<file path="src/rtl/linear_result_collector_96_pkg.sv">
// Shared types and sizing for the linear result collector.
// Holds word/vector types, buffer geometry and the output ReLU helper.
package linear_result_collector_96_pkg;

  localparam int DATA_W      = 32;
  localparam int VEC_LEN     = 32;
  localparam int N_GATES     = 3;
  localparam int TOTAL_WORDS = VEC_LEN * N_GATES;
  localparam int ADDR_W      = $clog2(TOTAL_WORDS);
  localparam int GATE_W      = $clog2(N_GATES);

  typedef logic signed [DATA_W-1:0] data_t;
  typedef data_t [VEC_LEN-1:0]      vec_t;

  typedef enum logic [0:0] {
    FILL  = 1'b0,
    DRAIN = 1'b1
  } collector_state_e;

  // Negative words clamp to zero when enabled; everything else passes through.
  function automatic data_t relu(input data_t x, input logic en);
    return (en && x[DATA_W-1]) ? '0 : x;
  endfunction

endpackage

</file>
<file path="src/rtl/linear_result_collector_96_if.sv">
// Input stream and output vector bus between the linear engine,
// the collector and the gate-activation stage.
interface linear_result_collector_96_if;
  import linear_result_collector_96_pkg::*;

  logic              clear;
  logic              relu_en;
  logic              in_valid;
  data_t             in_data;
  logic              in_ready;
  logic              out_valid;
  logic              out_ready;
  logic [GATE_W-1:0] out_gate;
  data_t             out_vector [VEC_LEN-1:0];
  logic              pass_done;

  // Environment side: producer of words and consumer of vectors.
  modport master (
    output clear, relu_en, in_valid, in_data, out_ready,
    input  in_ready, out_valid, out_gate, out_vector, pass_done
  );

  // Collector side.
  modport slave (
    input  clear, relu_en, in_valid, in_data, out_ready,
    output in_ready, out_valid, out_gate, out_vector, pass_done
  );

endinterface

</file>
<file path="src/rtl/linear_result_collector_96_buffer.sv">
// 96-word result store: one write port, and a combinational read of the
// 32-word slice belonging to the selected gate.
module result_buffer_96
  import linear_result_collector_96_pkg::*;
(
  input  logic              clk,
  input  logic              we,
  input  logic [ADDR_W-1:0] waddr,
  input  data_t             wdata,
  input  logic [GATE_W-1:0] rgate,
  output vec_t              rdata
);

  data_t mem [TOTAL_WORDS];

  // Word write; no reset because a pass always rewrites every word before it is read.
  always_ff @(posedge clk) begin
    if (we) begin
      mem[waddr] <= wdata;
    end
  end

  generate
    for (genvar gi = 0; gi < VEC_LEN; gi++) begin : g_rd
      logic [ADDR_W-1:0] rd_addr;
      assign rd_addr   = ADDR_W'(rgate) * ADDR_W'(VEC_LEN) + ADDR_W'(gi);
      assign rdata[gi] = mem[rd_addr];
    end
  endgenerate

endmodule

</file>
<file path="src/rtl/linear_result_collector_96.sv">
// Collects 96 serial results of one linear pass, then presents them as
// three 32-element gate vectors with optional ReLU. Single bank: input is
// blocked while the vectors drain.
module linear_result_collector_96
  import linear_result_collector_96_pkg::*;
(
  input logic                         clk,
  input logic                         rst,
  linear_result_collector_96_if.slave bus
);

  localparam logic [0:0]        ST_FILL   = FILL;
  localparam logic [0:0]        ST_DRAIN  = DRAIN;
  localparam logic [ADDR_W-1:0] LAST_ADDR = ADDR_W'(TOTAL_WORDS - 1);
  localparam logic [GATE_W-1:0] LAST_GATE = GATE_W'(N_GATES - 1);

  logic [0:0]        state_reg;
  logic [ADDR_W-1:0] wr_cnt_reg;
  logic [GATE_W-1:0] gate_cnt_reg;
  logic [GATE_W-1:0] out_gate_reg;
  logic              in_ready_reg;
  logic              out_valid_reg;
  vec_t              out_vector_reg;
  vec_t              slice_raw;
  vec_t              slice_relu;
  logic              in_hs;
  logic              out_hs;
  logic              buf_we;

  assign in_hs  = bus.in_valid & in_ready_reg & (state_reg == ST_FILL);
  assign out_hs = out_valid_reg & bus.out_ready;
  // A word arriving together with clear is dropped.
  assign buf_we = in_hs & ~bus.clear;

  result_buffer_96 u_buf (
    .clk   (clk),
    .we    (buf_we),
    .waddr (wr_cnt_reg),
    .wdata (bus.in_data),
    .rgate (gate_cnt_reg),
    .rdata (slice_raw)
  );

  generate
    for (genvar gi = 0; gi < VEC_LEN; gi++) begin : g_lane
      assign slice_relu[gi]     = relu(slice_raw[gi], bus.relu_en);
      assign bus.out_vector[gi] = out_vector_reg[gi];
    end
  endgenerate

  assign bus.in_ready  = in_ready_reg;
  assign bus.out_valid = out_valid_reg;
  assign bus.out_gate  = out_gate_reg;
  // Pulses during the cycle the last gate is accepted, so the next pass can
  // start one cycle later; clear suppresses it.
  assign bus.pass_done = out_hs & (gate_cnt_reg == LAST_GATE) & ~bus.clear;

  // FSM, counters and the registered output vector.
  always_ff @(posedge clk or posedge rst) begin
    if (rst) begin
      state_reg      <= ST_FILL;
      wr_cnt_reg     <= '0;
      gate_cnt_reg   <= '0;
      out_gate_reg   <= '0;
      in_ready_reg   <= 1'b0;
      out_valid_reg  <= 1'b0;
      out_vector_reg <= '0;
    end else if (bus.clear) begin
      state_reg     <= ST_FILL;
      wr_cnt_reg    <= '0;
      gate_cnt_reg  <= '0;
      in_ready_reg  <= 1'b1;
      out_valid_reg <= 1'b0;
    end else if (state_reg == ST_FILL) begin
      in_ready_reg <= 1'b1;
      if (in_hs) begin
        if (wr_cnt_reg == LAST_ADDR) begin
          // Gate 0 slice is already complete, so it can be presented next cycle.
          state_reg      <= ST_DRAIN;
          wr_cnt_reg     <= '0;
          gate_cnt_reg   <= '0;
          in_ready_reg   <= 1'b0;
          out_valid_reg  <= 1'b1;
          out_gate_reg   <= gate_cnt_reg;
          out_vector_reg <= slice_relu;
        end else begin
          wr_cnt_reg <= wr_cnt_reg + 1'b1;
        end
      end
    end else begin
      if (out_hs) begin
        out_valid_reg <= 1'b0;
        if (gate_cnt_reg == LAST_GATE) begin
          state_reg    <= ST_FILL;
          gate_cnt_reg <= '0;
          in_ready_reg <= 1'b1;
        end else begin
          gate_cnt_reg <= gate_cnt_reg + 1'b1;
        end
      end else if (!out_valid_reg) begin
        // Reload bubble: latch the next gate slice.
        out_valid_reg  <= 1'b1;
        out_gate_reg   <= gate_cnt_reg;
        out_vector_reg <= slice_relu;
      end
    end
  end

endmodule

</file>
<file path="src/flat_wrapper.sv">
// flat-port wrapper written by rule: the top's interface ports become plain ports
module linear_result_collector_96_flat import linear_result_collector_96_pkg::*;
  (clk, rst, bus_clear, bus_relu_en, bus_in_valid, bus_in_data, bus_out_ready, bus_in_ready, bus_out_valid, bus_out_gate, bus_out_vector, bus_pass_done);
  linear_result_collector_96_if bus_i ();
  input logic clk;
  input logic rst;
  input wire logic [$bits(bus_i.clear)-1:0] bus_clear;
  input wire logic [$bits(bus_i.relu_en)-1:0] bus_relu_en;
  input wire logic [$bits(bus_i.in_valid)-1:0] bus_in_valid;
  input wire logic [$bits(bus_i.in_data)-1:0] bus_in_data;
  input wire logic [$bits(bus_i.out_ready)-1:0] bus_out_ready;
  output wire logic [$bits(bus_i.in_ready)-1:0] bus_in_ready;
  output wire logic [$bits(bus_i.out_valid)-1:0] bus_out_valid;
  output wire logic [$bits(bus_i.out_gate)-1:0] bus_out_gate;
  output wire logic [$bits(bus_i.out_vector)-1:0] bus_out_vector;
  output wire logic [$bits(bus_i.pass_done)-1:0] bus_pass_done;
  assign bus_i.clear = bus_clear;
  assign bus_i.relu_en = bus_relu_en;
  assign bus_i.in_valid = bus_in_valid;
  assign bus_i.in_data = bus_in_data;
  assign bus_i.out_ready = bus_out_ready;
  assign bus_in_ready = bus_i.in_ready;
  assign bus_out_valid = bus_i.out_valid;
  assign bus_out_gate = bus_i.out_gate;
  assign bus_out_vector = {>>{bus_i.out_vector}};
  assign bus_pass_done = bus_i.pass_done;
  linear_result_collector_96 u_core (.clk(clk), .rst(rst), .bus(bus_i));
endmodule
</file>
<file path="config.mk">
export PLATFORM = sky130hd
export DESIGN_NAME = linear_result_collector_96_flat
export DESIGN_NICKNAME = d
export VERILOG_FILES = /design/src/rtl/linear_result_collector_96_pkg.sv /design/src/rtl/linear_result_collector_96_if.sv /design/src/rtl/linear_result_collector_96_buffer.sv /design/src/rtl/linear_result_collector_96.sv /design/src/flat_wrapper.sv
export SDC_FILE = /design/constraint.sdc
export NUM_CORES = 2
export LEC_CHECK = 0
export ABC_CLOCK_PERIOD_IN_PS = 35900
export CORE_UTILIZATION = 45
export CTS_CLUSTER_DIAMETER = 40
export DETAILED_ROUTE_END_ITERATION = 7
export PLACE_DENSITY = 0.66
export SLEW_MARGIN = 10
export SYNTH_ARGS = -nofsm -noshare
export SYNTH_HDL_FRONTEND = slang
export SYNTH_SLANG_ARGS = --single-unit
</file>
<file path="constraint.sdc">
create_clock -name clk -period 35.9 [get_ports clk]
set_clock_uncertainty 0.15 [all_clocks]
set_input_delay 7.18 -clock clk [delete_from_list [all_inputs] [get_ports clk]]
set_output_delay 7.18 -clock clk [all_outputs]
set_load 0.05 [all_outputs]
</file>
==> flow_summary_export.csv <==
group,metric,value,unit
run_status,outcome,"finished clean",
global_route,grt_max_degree,229,
critical_path,crit_chain,"clkdlybuf4s50_1, nand4b_1, nor2_1, clkdlybuf4s50_1",
synth,synthCells,9635,
placed_design,placed_cells,14863,
timing,setup_viol,0,
floorplan,start_util,45.4,%
synth,avgSynthCellArea,16.4,µm²
synth,synth_nets,9674,
synth,yosysSeqAreaShare,75.0,%
critical_path,crit_path_max_fanout,2,
critical_path,cp_slowest_stage_delay,0.83,ns
power,leakage,69.9,nW
worst_hold_path,hold_path_class,"reg2reg",
routing,detail_route.wl_per_cell,28.9,µm
final_layout,multiInputGateArea,37300,µm²
clock_tree,tritoncts,"yes",
global_route,grt_pass1_vias,86293,
synth,synth_top_cell_area_share,58.5,%
global_route,grt-ovfl-total,0,
placed_design,io_buffers,1066,
synth,synth.most_common_cell,"edfxtp_1",
timing,finalHoldViolations,0,
timing,hold-worst-slack,0.345,ns
final_layout,largest_reg_flops,3072,
critical_path,reg2reg_slack,28.21,ns
synth,synth_seq_cells,4110,
clock_tree,clock-sinks,4110,
clock_tree,cts-hold-fix-buffers,0,
power,pwr-share-seq,49.4,%
critical_path,crit_arrival,8.82,ns
routing,drc_errors,0,
clock_tree,cts_max_path_buffers,4,
clock_tree,cts_made_buffers,483,
synth,synth_warnings,0,
power,switching_share,21.5,%
floorplan,core_area,347000,µm²
final_layout,utilization,54.8,%
critical_path,path_class,"in2out",
global_route,antenna_found_initial,67,
synth,synth-main-ff-cell,"edfxtp_1",
final_layout,design_area,190000,µm²
critical_path,cp.required,28.57,ns
power,ir_worst_vdd,46.7,µV
final_layout,fin_nets,10809,
critical_path,critPathBufInv,2,
placed_design,place_area,173000,µm²
critical_path,cp-end-kind,"output pin",
routing,drtIter0Drc,10144,
routing,drtAntennaViolNets,0,
synth,yosys.area.top_type,"edfxtp_1",
final_layout,num-fill-cells,26699,
timing,fmax,0.0619,GHz
synth,ys_top_cells_by_count,"edfxtp_1 (3,072), mux2_2 (1,427), nand2_1 (1,231)",
final_layout,register_area,118000,µm²
final_layout,finalNonFillerCells,15797,
clock_tree,clk_pin_slew,0.06,ns
floorplan,rows,216,
clock_tree,cts_max_level,5,
routing,vias,88998,
clock_tree,cts_resized,0,
synth,ys_types,44,
timing,period_share,45.0,%
placed_design,gp_congestion,0.819,
floorplan,fp.dieH,594,µm
power,internal-power,0.00813,W
critical_path,worst_path_dominant_cell_family,"buffers and inverters",
routing,firstDrtPassIters,7,
timing,relSlewSlack,15.5,%
global_route,grt_pass1_wl,641000,µm
critical_path,cp_common_cell,"clkdlybuf4s50_1",
timing,worst_pin_slew,1.26,ns
floorplan,die-area,353000,µm²
power,power_density,54.5,nW/µm²
synth,synth_edf_count,3072,
routing,wirelength,456000,µm
timing,fin_crit,16.15,ns
clock_tree,clock_latency,1.04,ns
synth,synth-async-reset-ratio,25.3,%
placed_design,dp_hpwl,276000,µm
power,net-switching-power,0.00223,W
synth,synth_area,158000,µm²
global_route,grt_use_total,25.2,%
final_layout,drive_above_1_share,23.8,%
floorplan,num_io_pins,1067,
run,maxCapViolations,0,
floorplan,die_w,594,µm
timing,fin_tns_setup,0,ns
synth,synthTopCellsByArea,"edfxtp_1 (59%), dfrtp_1 (16%), mux2_2 (10%)",
power,clkPwrFrac,48.8,%
routing,viasPerCell,5.63,
timing,rsz0062_at_grt,"false",
timing,slew_violations,0,
critical_path,slowest_stage,"clkdlybuf4s50_1",
critical_path,cp-start-kind,"input pin",
clock_tree,root_buffer,"clkbuf_16",
power,combPwrFrac,1.8,%
final_layout,syn2layout_area_growth,20.7,%
clock_tree,cts_setup_buffers,0,
## power groups by stage
stage                     clock [W]  combinational (W)  sequential, W
after floorplan                   0          0.0000413        0.00522
after global placement            0           0.000180        0.00522
after detailed placement          0           0.000185        0.00522
after CTS                   0.00511           0.000185        0.00512
after global routing        0.00530           0.000191        0.00512
final                       0.00506           0.000183        0.00512
## layout by cell type, fill, tap and decap left out, drive strengths merged, types with 2 or more instances in the layout
cell              n
edfxtp         3072
mux2           1630
nand2          1231
dfrtp          1038
clkdlybuf4s50  1033
a21oi           613
clkbuf          598
nor2            495
mux2i           410
a211oi          395
buf             195
clkinv          166
inv              85
bufinv           54
clkinvlp         38
nand2b           32
o311a            22
nor2b            20
o211ai           18
o211a            18
diode            15
and2             12
nand3             7
nor3              3
or2               2
xor2              2
nand4b            2
o21ai             2
or3               2
## routing by layer
layer	share of wire, %	GRT usage (%)
met4	3.5	8.41
met5	0.0057	0
met2	46	38.9
met3	8.3	4.24
met1	42	36.2
## final timing paths
path,startpoint,to,cells past startpoint
min in group asynchronous,rst,u_core.bus.out_vector[784],2
max,bus_out_ready,bus_pass_done,4
max in group asynchronous,rst,u_core.bus.out_vector[697],7
min,u_core.bus.out_vector[716],u_core.bus.out_vector[716],1
min reg2reg,u_core.bus.out_vector[716],u_core.bus.out_vector[716],1
max reg2reg,u_core.state_reg,u_core.bus.out_vector[13],11
## per-stage QoR
step	total power [W]	setup slack, ns
4_1_cts	0.0104	19.72
3_3_place_gp	0.00540	19.58
5_1_grt	0.0106	19.68
2_1_floorplan	0.00526	14.26
3_5_place_dp	0.00540	19.73
6_report	0.0104	19.75
## cell families after synthesis
| logic type | count (synthesis) | share of synthesized area (%) |
|---|---|---|
| AO/OA/AOI/OAI | 1071 | 4.20 |
| adder cells (fa/ha/maj) | 1 | 0.00794 |
| XOR/XNOR | 2 | 0.0111 |
| flip-flops | 4110 | 75.0 |
| multiplexers | 2040 | 14.5 |
| buffers and inverters | 600 | 1.76 |
| AND/OR/NAND/NOR | 1811 | 4.46 |
## cell type report
type	instances	share of cell area, %
Multi-Input combinational cell	4925	19.6
Sequential cell	4110	62.1
Antenna cell	15	0.0197
Tap cell	4578	3.01
Clock inverter	321	2.15
Timing Repair Buffer	1228	6.26
Clock buffer	598	6.78
Inverter	22	0.0506
Note: power is estimated with default switching activity, not from simulation.
